$ cat src/rtl/glitch_wb.sv
// Wishbone-slave clock glitch generator: entries (mode, width, delay) are staged
// through byte registers, queued in a FIFO and replayed on clk_out by the engine.
module glitch_wb #(
  parameter int QUEUE_DEPTH = 8
) (
  input  logic       clk_i,
  input  logic       rst_i,
  input  logic [7:0] dat_i,
  input  logic [5:2] adr_i,
  output logic [7:0] dat_o,
  input  logic       stb_i,
  input  logic       we_i,
  output logic       ack_o,
  input  logic       clk_in,
  input  logic       clk_gl,
  output logic       clk_out
);

  localparam int AW = $clog2(QUEUE_DEPTH);

  localparam logic [3:0] ADR_STATUS = 4'h0;
  localparam logic [3:0] ADR_MODE   = 4'h1;
  localparam logic [3:0] ADR_WIDTH  = 4'h2;
  localparam logic [3:0] ADR_DLY_LO = 4'h3;
  localparam logic [3:0] ADR_DLY_HI = 4'h4;

  localparam logic [7:0] MODE_ZERO  = 8'h01;
  localparam logic [7:0] MODE_ONE   = 8'h02;
  localparam logic [7:0] MODE_NOT   = 8'h04;
  localparam logic [7:0] MODE_CLKGL = 8'h08;

  typedef enum logic [1:0] {IDLE, READ, DELAY, WIDTH} state_t;

  state_t      state_q;
  logic [7:0]  mode_q, width_q, dly_lo_q, dly_hi_q;
  logic [7:0]  cur_mode_q, wcnt_q;
  logic [15:0] dcnt_q;
  logic        ack_q;
  logic [7:0]  dat_q;
  logic [AW:0] wr_ptr_q, rd_ptr_q;
  logic [31:0] fifo_mem [QUEUE_DEPTH];

  logic        fifo_empty, fifo_full;
  logic        wr_en, push, pop, start;
  logic [31:0] head;
  logic [7:0]  head_mode, head_width;
  logic [15:0] head_delay;
  logic [7:0]  rdata_d;

  // Pointers carry one extra wrap bit so full and empty are distinguishable.
  assign fifo_empty = (wr_ptr_q == rd_ptr_q);
  assign fifo_full  = (wr_ptr_q[AW-1:0] == rd_ptr_q[AW-1:0]) &&
                      (wr_ptr_q[AW] != rd_ptr_q[AW]);

  assign wr_en = stb_i && we_i;
  assign push  = wr_en && (adr_i == ADR_DLY_HI) && !fifo_full;
  assign start = wr_en && (adr_i == ADR_STATUS) && dat_i[0] && (state_q == IDLE);
  assign pop   = (state_q == READ) && !fifo_empty;

  assign head       = fifo_mem[rd_ptr_q[AW-1:0]];
  assign head_mode  = head[31:24];
  assign head_width = head[23:16];
  assign head_delay = head[15:0];

  always_comb begin
    rdata_d = 8'h00;
    case (adr_i)
      ADR_STATUS: rdata_d = {7'd0, state_q == IDLE};
      ADR_MODE:   rdata_d = mode_q;
      ADR_WIDTH:  rdata_d = width_q;
      ADR_DLY_LO: rdata_d = dly_lo_q;
      ADR_DLY_HI: rdata_d = dly_hi_q;
      default:    rdata_d = 8'h00;
    endcase
  end

  always_ff @(posedge clk_i) begin
    if (!rst_i) begin
      ack_q    <= 1'b0;
      dat_q    <= 8'h00;
      mode_q   <= 8'h00;
      width_q  <= 8'h00;
      dly_lo_q <= 8'h00;
      dly_hi_q <= 8'h00;
    end else begin
      ack_q <= stb_i;
      if (stb_i) dat_q <= rdata_d;
      if (wr_en) begin
        case (adr_i)
          ADR_MODE:   mode_q   <= dat_i;
          ADR_WIDTH:  width_q  <= dat_i;
          ADR_DLY_LO: dly_lo_q <= dat_i;
          ADR_DLY_HI: dly_hi_q <= dat_i;
          default:    ;
        endcase
      end
    end
  end

  assign ack_o = ack_q;
  assign dat_o = dat_q;

  // The delay high byte comes straight from the bus so the push uses this write's value.
  always_ff @(posedge clk_i) begin
    if (push) fifo_mem[wr_ptr_q[AW-1:0]] <= {mode_q, width_q, dat_i, dly_lo_q};
  end

  always_ff @(posedge clk_i) begin
    if (!rst_i) begin
      wr_ptr_q <= '0;
      rd_ptr_q <= '0;
    end else begin
      if (push) wr_ptr_q <= wr_ptr_q + 1'b1;
      if (pop)  rd_ptr_q <= rd_ptr_q + 1'b1;
    end
  end

  always_ff @(posedge clk_i) begin
    if (!rst_i) begin
      state_q    <= IDLE;
      cur_mode_q <= 8'h00;
      dcnt_q     <= 16'd0;
      wcnt_q     <= 8'd0;
    end else begin
      case (state_q)
        IDLE: if (start) state_q <= READ;
        READ: begin
          if (fifo_empty) begin
            state_q <= IDLE;
          end else begin
            cur_mode_q <= head_mode;
            dcnt_q     <= head_delay;
            wcnt_q     <= head_width;
            if (head_delay != 16'd0)     state_q <= DELAY;
            else if (head_width != 8'd0) state_q <= WIDTH;
            else                         state_q <= READ;
          end
        end
        // Counters are loaded with the full length and leave on reaching one.
        DELAY: begin
          if (dcnt_q == 16'd1) state_q <= (wcnt_q != 8'd0) ? WIDTH : READ;
          else                 dcnt_q  <= dcnt_q - 16'd1;
        end
        WIDTH: begin
          if (wcnt_q == 8'd1) state_q <= READ;
          else                wcnt_q  <= wcnt_q - 8'd1;
        end
        default: state_q <= IDLE;
      endcase
    end
  end

  always_comb begin
    clk_out = clk_in;
    if (state_q == WIDTH) begin
      case (cur_mode_q)
        MODE_ZERO:  clk_out = 1'b0;
        MODE_ONE:   clk_out = 1'b1;
        MODE_NOT:   clk_out = ~clk_in;
        MODE_CLKGL: clk_out = clk_gl;
        default:    clk_out = clk_in;
      endcase
    end
  end

endmodule

$ cat config.mk
export PLATFORM = sky130hd
export DESIGN_NAME = glitch_wb
export DESIGN_NICKNAME = d
export VERILOG_FILES = /design/src/rtl/glitch_wb.sv
export SDC_FILE = /design/constraint.sdc
export NUM_CORES = 1
export LEC_CHECK = 0
export CAP_MARGIN = 5
export CORE_UTILIZATION = 25
export DETAILED_ROUTE_END_ITERATION = 8
export DONT_BUFFER_PORTS = 1
export HOLD_SLACK_MARGIN = 0.08
export MAX_ROUTING_LAYER = met4
export PLACE_DENSITY = 0.46
export SLEW_MARGIN = 30
export SYNTH_ARGS = -nofsm -noshare
export SYNTH_HDL_FRONTEND = slang
export SYNTH_SLANG_ARGS = --single-unit
export TNS_END_PERCENT = 1
$ cat constraint.sdc
create_clock -name clk_i -period 4.2 [get_ports clk_i]
set_input_delay 0.21 -clock clk_i [delete_from_list [all_inputs] [get_ports clk_i]]
set_output_delay 0.21 -clock clk_i [all_outputs]
set_load 0.03 [all_outputs]
Word level (Yosys, flattened, before mapping)
Memories as Yosys holds them, arrays and structs flattened. A register that Yosys moved wholly into a read port is not among the register bits.
Cells that the tools add are included.
{"block": "totals", "ramBits": 256, "elab_cells": 87, "memories": 1, "output_inout_bits": 10, "inputBits": 18, "regBits": 83}
{"block": "op_classes", "n_reduce_logical": 25, "eq_ne": 22, "n_mux": 21, "bitwise": 2, "n_addsub": 4}
{"name": "fifo_mem", "depth": 8, "word_bits": 32, "read_ports": 1, "rd_ports_with_merged_regs": 1, "wr": 1, "line": "41", "source": "logic [31:0] fifo_mem [QUEUE_DEPTH];"}
{"op": "case mux 8 bit (5 select lines)", "count": 1}
{"op": "2-to-1 mux 16 bit", "count": 2}
{"op": "case mux 16 bit (2 select lines)", "count": 1}
{"op": "equality test 16 x 1 -> 1 bit (second input constant)", "count": 1}
{"op": "equality test 8 x 1 -> 1 bit (second input constant)", "count": 2}
{"op": "2-to-1 mux 8 bit", "count": 2}
{"op": "case mux 8 bit (2 select lines)", "count": 1}
{"op": "nonzero test 16 bit", "count": 1}
{"op": "nonzero test 8 bit", "count": 2}
{"op": "subtractor 16 x 1 -> 16 bit (second input constant)", "count": 1}
{"op": "2-to-1 mux 2 bit", "count": 7}
{"op": "!= test 2 bit (second input constant)", "count": 6}
{"op": "AND reduction 2 bit", "count": 5}
{"op": "AND reduction 3 bit", "count": 3}
{"op": "adder 4 x 1 -> 4 bit (second input constant)", "count": 2}
{"op": "equality test 4 x 2 -> 1 bit (second input constant)", "count": 2}
{"op": "equality test 8 x 2 -> 1 bit (second input constant)", "count": 1}
{"op": "equality test 8 x 3 -> 1 bit (second input constant)", "count": 1}
{"op": "equality test 8 x 4 -> 1 bit (second input constant)", "count": 1}
{"op": "logical AND 1 bit", "count": 8}
{"op": "case mux 2 bit (4 select lines)", "count": 1}
{"op": "subtractor 8 x 1 -> 8 bit (second input constant)", "count": 1}
{"op": "2-to-1 mux 3 bit", "count": 2}
{"op": "equality test 2 bit (second input constant)", "count": 2}
{"op": "other kinds (13)", "count": 18}

Longest topological paths before layout
Gate-level depths: netlist of the first run.
{"block": "logic_depth", "depth_word": 6, "depth_mapped": 10, "depth_no_buf": 8}

Worst setup path after synthesis of the first run
No wires, ideal clock.
{"block": "synth_timing", "path_kind": "input -> register", "from": "input port adr_i[4] in the netlist's numbering", "to": "memory fifo_mem[1][0] (enable)", "setup_time_ps": 461, "arrival_ps": 3624, "slack_ps": 115, "cell_stages": 6, "path_cell_list": "clkbuf_1 -> nor2b_1 -> nand3_1 -> nor3_1 -> nand2_1 -> nor3_1"}
{"block": "synth_between", "elab_chain_cells": 5}
{"element": "start, declared", "line": "9", "source": "input logic [5:2] adr_i,"}
{"element": "equality test 4 x 3 -> 1 bit", "line": "56", "source": "assign push = wr_en && (adr_i == ADR_DLY_HI) && !fifo_full;"}
{"element": "logical AND 1 bit (2 in a row)", "line": "56"}
{"element": "2-to-1 mux 1 bit", "line": "105", "source": "if (push) fifo_mem[wr_ptr_q[AW-1:0]] <= {mode_q, width_q, dat_i, dly_lo_q};"}
{"element": "2-to-1 mux 1 bit (not written as such)", "line": "105"}
{"element": "end, declared", "line": "41"}
Every way passes these cells.

Worst setup path after layout of the first run
{"block": "layout_timing", "from": "register wr_ptr_q[1]", "to": "memory fifo_mem[4][24] (enable)"}
{"block": "layout_between", "elab_chain_cells": 6}
{"element": "start, declared", "line": "40", "source": "logic [AW:0] wr_ptr_q, rd_ptr_q;"}
{"element": "start signal, assigned", "line": "113", "source": "if (push) wr_ptr_q <= wr_ptr_q + 1'b1;"}
{"element": "equality test 3 bit", "line": "52", "source": "assign fifo_full = (wr_ptr_q[AW-1:0] == rd_ptr_q[AW-1:0]) &&"}
{"element": "logical AND 1 bit", "line": "52"}
{"element": "logical NOT 1 bit", "line": "56"}
{"element": "logical AND 1 bit", "line": "56"}
{"element": "2-to-1 mux 1 bit", "line": "105"}
{"element": "2-to-1 mux 1 bit (not written as such)", "line": "105"}
Parallel ways exist; a longest one is shown, timed or not.

==> metrics.cfg, run 1 <==
[outcome]
run_status=completed

[sta]
holdWs_ns=0.115
slew-limit-headroom=0.360
timing.setup.tns_ns=0
fin_crit_ns=3.01
rsz0062_at_grt=no
max_freq_mhz=332
worstMarginPinSlew_ns=0.956
setup_viol=0
period_share=0.718
hold_viol_final=0
maxSlewViolCount=0
finClkSkew_ns=0.0183

[yosys]
synth_top_flop_cell=edfxtp_1
syn_area_per_cell_um2=13.7
synth.mux.area_fraction=0.117
syn-cell-area_um2=14000
synthAdderAreaFrac=0.00984
yosys-top-cells-area=edfxtp_1 (55%), dfxtp_1 (12%), mux2i_1 (8.3%)
synth_top_area_frac=0.550
async_reset_ff_frac=0
yosysTopAreaCell=edfxtp_1
synth_top_family_by_area=multiplexers
synth_cell_types=51
synth-xor-area-share=0.00501
synth-seq-cells=342
synth_compound_area_frac=0.0857
synth_edf_count=256
syn_inst=1022
ys_seq_area_frac=0.673
yosysWarnings=0
synth-simple-area-share=0.0895
syn-num-nets=1051

[route]
ant_nets=0
wl_met1_um=17100
highest_layer=met4
vias=8400
drtIter0Drc=658
routed_via_density=4.63
wl_per_cell_um=19.7
drtPass1Iterations=6
dr_wl_met3_um=1660
dr_wl_met2_um=16300
drc=0
wl_um=35700

[global_routing]
antenna_found_initial=0
grt_max_degree=64
grt_pass1_vias=8482
grt_pass1_wl_um=54000
grt_overflow_total=0
grt.total_usage=0.130

[pwr]
leakage_nw=4.99
peakVddDrop_mv=0.243
powerDensity_nw_per_um2=435
finalPower_w=0.00706

[die]
dieHeight_um=239
initial_utilization=0.253
io_pins=28
core_um2=55200
die_width_um=239
rows=86
dieArea_um2=56900

[clocking]
htreeDepth=2
cts_tree=yes
root_buffer=clkbuf_16
cts_resized=0
worstSkewPairLatency_ns=0.52
clk_pin_slew_worst_paths_ns=0.07
cts_buffers=37
clockBufferDepth=3
cts_setup_buffers=0
numClockSinks=342

[critical_path]
r2r-start=wr_ptr_q[1]
critPathLaunchType=flop
cp.required_ns=4.41
cp_max_fo=16
ff2ff_setup_slack_ns=1.19
path_class=flop to flop
arrival_ns=3.23
cp-end-kind=flop
cp-startpoint=wr_ptr_q[1]
reg2regPathDepth=6
reg2reg_to=fifo_mem[4][24]

[cells_and_area]
stdcell_count=1815
drive_above_1_share=0.109
areaGrowthSynthToFinish_pct=16.1
fillers=5570
utilization=0.294
nets=1068

[min_path]
worstHoldStart=adr_i[2]
worst_hold_path.endpoint=dat_o[0]
hold_class=input pin to flop
whs_path_depth=4

[place]
gp_congestion=0.797
placement.io_buffers=0
dpl.hpwl_um=21700
dp_cells=1734

[job]
maxCapViolations=0

worst max-delay path by stage:
stage	to	slack [ns]	depth (start not counted)
floorplan	fifo_mem[1][0]	0.11	6
detailed placement	state_q[1]	1.08	6
global route	fifo_mem[4][24]	0.90	6
finish	fifo_mem[4][24]	1.19	6
CTS	state_q[1]	1.08	6
global placement	wcnt_q[6]	0.80	7
cells in the mapped netlist, types with 3 or more instances:
| library cell | instances |
|---|---|
| or2_2 | 6 |
| a311oi_1 | 8 |
| or4_1 | 4 |
| a21oi_1 | 47 |
| ha_1 | 11 |
| nand4_1 | 5 |
| a32o_1 | 3 |
| clkbuf_1 | 40 |
| o21ai_0 | 31 |
| nand2_1 | 66 |
| a22oi_1 | 31 |
| or3_1 | 6 |
| buf_1 | 3 |
| nor4_1 | 6 |
| mux2i_1 | 116 |
| nor2b_1 | 17 |
| nor3_1 | 16 |
| buf_2 | 15 |
| inv_1 | 11 |
| nor2_1 | 89 |
| o22ai_1 | 47 |
| nand2b_1 | 10 |
| nand3_1 | 28 |
| edfxtp_1 | 256 |
| mux4_2 | 20 |
| a211oi_1 | 4 |
| dfxtp_1 | 86 |
| xor2_1 | 6 |
| and2_1 | 3 |
cells in the final DEF, fill, tap and decap left out, types with 11 or more instances in the layout:
| cell | instances |
|---|---|
| nand3_1 | 28 |
| nand2_1 | 66 |
| ha_1 | 11 |
| clkbuf_16 | 38 |
| dfxtp_1 | 84 |
| clkbuf_1 | 13 |
| mux2i_1 | 116 |
| a22oi_1 | 31 |
| nor2b_1 | 16 |
| o22ai_1 | 47 |
| o21ai_0 | 31 |
| nor3_1 | 14 |
| dlygate4sd3_1 | 14 |
| mux4_2 | 20 |
| edfxtp_1 | 256 |
| buf_4 | 23 |
| nor2_1 | 83 |
| a21oi_1 | 47 |
cell families (layout without fill, tap and decap cells):
| family | after synthesis | after routing |
|---|---|---|
| AND/OR/NAND/NOR | 266 | 266 |
| other | 0 | 1 |
| XOR/XNOR | 8 | 8 |
| buffers and inverters | 70 | 114 |
| adder cells (fa/ha/maj) | 11 | 11 |
| flip-flops | 342 | 342 |
| multiplexers | 138 | 138 |
| AO/OA/AOI/OAI | 187 | 187 |
registers in the layout, indices dropped and copies added (netlist names), named ones only:
signal      flops
state_q         2
dat_o           8
dly_hi_q        8
dly_lo_q        8
ack_o           1
mode_q          8
dcnt_q         16
rd_ptr_q        4
wcnt_q          8
cur_mode_q      8
width_q         8
fifo_mem      256
wr_ptr_q        4
final cells by class:
cell class              instances  area, um^2  area share
diodes                          1        2.50    0.000154
clock buffers                  53        1030      0.0633
clock inverters                13         120     0.00740
inverters                      11        41.3     0.00254
multi-input cells             610        4380       0.270
flip-flops and latches        342        9420       0.580
well taps                     748         936      0.0577
repair buffers                 37         313      0.0193
report_power, final:
part / leakage (nW) / internal, W / switching, W
combinational: 1.38 / 0.000100 / 0.000190
sequential: 3.06 / 0.00362 / 0.0000322
clock: 0.552 / 0.00183 / 0.00129
routing by layer:
| layer | up-vias | GRT usage |
|---|---|---|
| li1 | 3944 | - |
| met1 | 4252 | 0.176 |
| met2 | 163 | 0.201 |
| met3 | 41 | 0.0219 |
| met4 | 0 | 0.0385 |
| met5 | - | - |
repair_timing:
action | in CTS | in global routing
hold buffers | 14 | 0
hold endpoints to repair | 125 | 0
setup endpoints to repair | 0 | 0
critical path, stage by stage, from the launching register on:
cell and delay, ns:
dfxtp_1 0.50, xor2_1 0.22, nor4_1 0.09, nor3_1 0.45, nand2b_1 0.38, nor2_4 0.70
buf_4 0.35
stage by stage:
stage	cell area, um^2	setup slack, ns
floorplan	14000	0.115
global route	16200	0.900
detailed placement	14900	1.08
finish	16200	1.19
CTS	16200	1.08
global placement	14900	0.795
Power figures use the tool's default switching activity.
==> inputs of run 2 (changes only) <==
==> constraint.sdc (replaced) <==
create_clock -name clk_i -period 2.56 [get_ports clk_i]
set_input_delay 0.128 -clock clk_i [delete_from_list [all_inputs] [get_ports clk_i]]
set_output_delay 0.128 -clock clk_i [all_outputs]
set_load 0.03 [all_outputs]
==> metrics.cfg, run 2 (synthesized netlist as in run 1, its figures left out) <==
[critical_path]
path_class=flop to flop
slowest_delay_ns=0.56  ; -0.14 ns
cp-end-kind=flop
crit_family=compound AO/OA/AOI/OAI gates
cp.required_ns=2.99  ; -1.42 ns
cp_max_fo=4  ; -12
path_cells=or4_1 > o41a_1 > a211oi_4 > mux2i_2 > a31oi_1 > a211oi_1
critPathLaunchType=flop
critPathSlowestCell=or4_1
arrival_ns=2.83  ; -0.40 ns
path_buf_inv=0  ; -1

[die]
dieArea_um2=56900  ; unchanged
die_width_um=239  ; unchanged
rows=86  ; unchanged
dieHeight_um=239  ; unchanged
initial_utilization=0.253  ; unchanged
core_um2=55200  ; unchanged
io_pins=28  ; unchanged

[place]
dpl.hpwl_um=21700  ; +0.33%
gp_congestion=0.750  ; -5.8%
placed_area_um2=15500  ; +3.5%
dp_cells=1771  ; +2.1%
placement.io_buffers=0  ; unchanged

[route]
drc=0  ; unchanged
ant_nets=0  ; unchanged
drtPass1Iterations=5  ; -1
drtIter0Drc=582  ; -12%
wl_per_cell_um=19.0  ; -3.3%
wl_um=35400  ; -0.97%
vias=8544  ; +1.7%
routed_via_density=4.60  ; -0.69%

[pwr]
powerDensity_nw_per_um2=695  ; +60%
leakage_nw=5.27  ; +5.8%
finalPower_w=0.0117  ; +66%
peakVddDrop_mv=0.456  ; +87%

[cells_and_area]
final_area_um2=16900  ; +3.8%
areaGrowthSynthToFinish_pct=20.5
drive_above_1_share=0.149  ; +0.0397
largest_reg_flops=256  ; unchanged
nets=1113  ; +4.2%
mostFrequentLayoutCells=edfxtp_1 (256), mux2i_1 (115), nor2_1 (83), dfxtp_1 (83), nand2_1 (66)
diodes=0  ; -1
stdcell_count=1859  ; +2.4%
final_common_cell=edfxtp_1

[clocking]
numClockSinks=342  ; unchanged
clk_pin_slew_worst_paths_ns=0.06  ; about the same
cts_tree=yes
htreeDepth=2  ; unchanged
clockBufferDepth=3  ; unchanged
root_buffer=clkbuf_16
cts_buffers=37  ; unchanged
worstSkewPairLatency_ns=0.53  ; about the same

[global_routing]
grt_max_degree=63  ; -1.6%
grt.total_usage=0.129  ; -0.00159
antenna_found_initial=0  ; unchanged
grt_pass1_vias=8674  ; +2.3%
grt_pass1_wl_um=53800  ; -0.36%
grt_overflow_total=0  ; unchanged

[sta]
max_freq_mhz=417  ; +26%
period_share=0.936  ; +0.218
maxSlewViolCount=0  ; unchanged
finClkSkew_ns=0.0195  ; +0.00122 ns
hold_viol_final=0  ; unchanged
rsz0062_at_grt=no
slew-limit-headroom=0.507  ; +0.147
setup_viol=0  ; unchanged
fin_crit_ns=2.40  ; -0.619 ns
worstMarginPinSlew_ns=0.735  ; -0.221 ns

[min_path]
hold_class=input pin to flop

[outcome]
run_status=completed

[job]
maxCapViolations=0  ; unchanged

==> run 2: timing repair <==
| item | CTS | global route |
|---|---|---|
| gates resized for setup | 0 | 5 |
| pin swaps | 1 | 3 |
| setup endpoints to repair | 1 | 7 |
| hold buffers | 19 | 0 |
| endpoints found under the hold margin | 129 | 0 |
| setup buffers | 0 | 3 |
==> run 2: path summary, 6_finish.rpt <==
kind / startpoint / end / slack (ns) / cells past startpoint
worst min register to register: dly_hi_q[1] / dly_hi_q[1] / 0.50 / 2
worst min-delay path: adr_i[4] / dat_o[0] / 0.09 / 4
worst max register to register: dcnt_q[10] / state_q[1] / 0.16 / 6
worst max-delay path: dcnt_q[10] / state_q[1] / 0.16 / 6
==> run 2: final cells by class <==
cell class,count,area (um^2)
Sequential cell,342,9420
Clock inverter,15,134
Clock buffer,51,1030
Multi-Input combinational cell,610,4390
Inverter,11,41.3
Tap cell,748,936
Fill cell,5522,38300
Timing Repair Buffer,82,901
==> run 2: worst min-delay path: cells and delay by family <==
family	cells	cell delay [ns]
AOI/OAI and AO/OA	3	0.40
muxes	1	0.05
==> run 2: report_power, final <==
group / internal (W) / total [W] / switching [W]
clock: 0.00302 / 0.00519 / 0.00217
combinational: 0.000211 / 0.000535 / 0.000325
sequential: 0.00595 / 0.00599 / 0.0000487
total: 0.00917 / 0.0117 / 0.00254
==> run 2: through the flow <==
stage                     worst slack, ns  utilization  hold WS (ns)  TNS, ns
final                               0.165        0.305        0.0938        0
after global placement            -0.0274        0.280         0.228  -0.0274
after detailed placement          -0.0109        0.280         0.228  -0.0109
after CTS                          0.0312        0.305        0.0807        0
after global routing               0.0252        0.305         0.105        0
after floorplan                 -0.000919            -         0.227  -0.0586
==> run 2: layer usage <==
layer  GRT usage  vias to the layer above  wire length (um)
met5           -                        -                 0
met4      0.0361                        0               675
met3      0.0182                       56              1400
met2       0.205                      167             16700
met1       0.171                     4298             16600
li1            -                     4023                 -
==> inputs of run 3 (changes only) <==
--- a/config.mk
+++ b/config.mk
@@ -5,6 +5,7 @@
 export SDC_FILE = /design/constraint.sdc
 export NUM_CORES = 1
 export LEC_CHECK = 0
+export ABC_AREA = 1
 export CAP_MARGIN = 5
 export CORE_UTILIZATION = 25
 export DETAILED_ROUTE_END_ITERATION = 8
==> metrics.cfg, run 3 <==
[route]
wl_per_cell_um=17.6  ; -7.3%
wl_um=41000  ; +16%
ant_nets=0  ; unchanged
drc=0  ; unchanged
routed_via_density=4.49  ; -2.2%
drtPass1Iterations=5  ; unchanged
drtIter0Drc=755  ; +30%
vias=10400  ; +22%

[place]
placed_area_um2=15800  ; +2.0%
placement.io_buffers=0  ; unchanged
dpl.hpwl_um=24500  ; +13%
dp_slack_ns=0.389  ; +0.400 ns
gp_congestion=0.845  ; +13%

[critical_path]
cp.required_ns=2.98  ; about the same
critPathLaunchType=input pin
critPathSlowestCell=dlygate4sd3_1
slowest_delay_ns=0.65  ; +0.09 ns
arrival_ns=2.84  ; about the same
cp_max_fo=5  ; +1
path_cells=dlygate4sd3_1 > nor2_2 > inv_2 > nor3_4 > inv_2 > nor2_8 > nand2_4 > inv_1 > nand3_1 > nand2_1 > dlygate4sd3_1 > a21oi_1 > dlygate4sd3_1
path_class=input pin to flop
cp-end-kind=flop
path_common_cell=dlygate4sd3_1

[min_path]
hold_class=input pin to flop

[pwr]
leakage_nw=6.38  ; +21%
powerDensity_nw_per_um2=704  ; +1.2%
peakVddDrop_mv=0.405  ; -11%
finalPower_w=0.0122  ; +3.8%

[sta]
layout_setup_ws_ns=0.140  ; -0.0249 ns
max_freq_mhz=413  ; -1.0%
finClkSkew_ns=0.0133  ; -0.00619 ns
slew-limit-headroom=0.503  ; -0.00435
fin_crit_ns=2.42  ; +0.0249 ns
worstMarginPinSlew_ns=0.743  ; +0.00740 ns
hold_viol_final=0  ; unchanged
setup_viol=0  ; unchanged
period_share=0.945  ; +0.00971
rsz0062_at_grt=no
holdWs_ns=0.140  ; +0.0458 ns
maxSlewViolCount=0  ; unchanged

[yosys]
syn-num-nets=1528  ; +45%
synth-seq-cells=342  ; unchanged
synth_top_area_frac=0.522  ; -0.0273
synth_top_flop_cell=edfxtp_1
async_reset_ff_frac=0  ; unchanged
yosys-top-cells-area=edfxtp_1 (52%), dfxtp_1 (12%), nand2_1 (9.5%)
synth_cell_types=42  ; -18%
yosysWarnings=0  ; unchanged
yosysTopAreaCell=edfxtp_1
synth.most_common_cell=nand2_1
ys_seq_area_frac=0.639  ; -0.0335
syn_inst=1499  ; +47%
syn_area_per_cell_um2=9.82  ; -28%
synthTopCellsByCount=nand2_1 (374), edfxtp_1 (256), nor2_1 (177)
syn-cell-area_um2=14700  ; +5.2%
synth_edf_count=256  ; unchanged

[cells_and_area]
utilization=0.299  ; -0.00679
final_common_cell=nand2_1
multi_input_area_um2=4470  ; +1.7%
largest_reg_flops=256  ; unchanged
seqCellArea_um2=9420  ; about the same
areaGrowthSynthToFinish_pct=17.5
nets=1555  ; +40%
fillers=6123  ; +11%
mostFrequentLayoutCells=nand2_1 (374), edfxtp_1 (256), nor2_1 (176)
final_area_um2=17300  ; +2.6%
drive_above_1_share=0.0810  ; -0.0675

[die]
initial_utilization=0.254  ; +0.000760
die_width_um=245  ; +2.6%
rows=88  ; +2.3%
dieArea_um2=59800  ; +5.2%
io_pins=28  ; unchanged
dieHeight_um=245  ; +2.6%
core_um2=57900  ; +4.9%

[clocking]
numClockSinks=342  ; unchanged
clk_pin_slew_worst_paths_ns=0.06  ; about the same
clockBufferDepth=3  ; unchanged
cts_tree=yes
cts_buffers=38  ; +2.7%
root_buffer=clkbuf_16
worstSkewPairLatency_ns=0.53  ; about the same
htreeDepth=2  ; unchanged

[global_routing]
grt_max_degree=77  ; +22%
grt.total_usage=0.140  ; +0.0116
grt_pass1_vias=9904  ; +14%
grt_overflow_total=0  ; unchanged
antenna_found_initial=6  ; +6
grt_pass1_wl_um=62100  ; +15%

[outcome]
run_status=completed

[job]
maxCapViolations=0  ; unchanged

run 3: layout make-up:
type	count	area share
Antenna cell	4	0.000579
Clock buffer	49	0.0611
Clock inverter	20	0.0130
Inverter	130	0.0284
Multi-Input combinational cell	953	0.258
Sequential cell	342	0.545
Tap cell	765	0.0554
Timing Repair Buffer	61	0.0386
run 3: metal layers:
| layer | track usage | vias up | wire length, um |
|---|---|---|---|
| li1 | - | 5112 | - |
| met3 | 0.0215 | 46 | 1790 |
| met2 | 0.220 | 200 | 18700 |
| met1 | 0.191 | 5085 | 19900 |
| met5 | - | - | 0 |
| met4 | 0.0320 | 0 | 643 |
run 3: worst max-delay path, delay by kind of cell:
kind,cells,cell delay (ns)
compound gates,1,0.04
buf+inv,6,1.97
simple gates,6,0.70
run 3: final timing paths:
kind	startpoint	end	slack [ns]	depth (start not counted)
worst max-delay path	adr_i[3]	wr_ptr_q[2]	0.14	13
worst min-delay path	adr_i[4]	dly_lo_q[4]	0.14	6
worst min register to register	dcnt_q[14]	dcnt_q[14]	0.47	2
worst max register to register	wr_ptr_q[0]	wr_ptr_q[2]	0.25	11
run 3: logic make-up (layout without fill, tap and decap cells):
group                    after synthesis  after routing  share of synthesized area
XOR/XNOR                              13             13                    0.00774
adder cells (fa/ha/maj)               11             11                    0.00935
flip-flops                           342            342                      0.639
AO/OA/AOI/OAI                        247            247                     0.0913
AND/OR/NAND/NOR                      682            682                      0.190
buffers and inverters                204            260                     0.0623
other                                  0              4                          0
run 3: power by group:
part	internal [W]	switching (W)	leakage, nW
sequential	0.00595	0.0000439	2.94
combinational	0.000191	0.000385	2.82
clock	0.00342	0.00218	0.618
total	0.00956	0.00261	6.38
run 3: through the flow:
step	std cells	TNS, ns
floorplan	1499	-35.57
global placement	2229	0
detailed placement	2229	0
CTS	2318	0
global route	2324	0
finish	2324	0
run 3: timing repair:
item / in CTS / in global routing
resized for setup: 0 / 1
hold buffers: 20 / 0
endpoints found under the setup margin: 0 / 1
hold endpoints to repair: 132 / 0
buffers inserted: 0 / 2
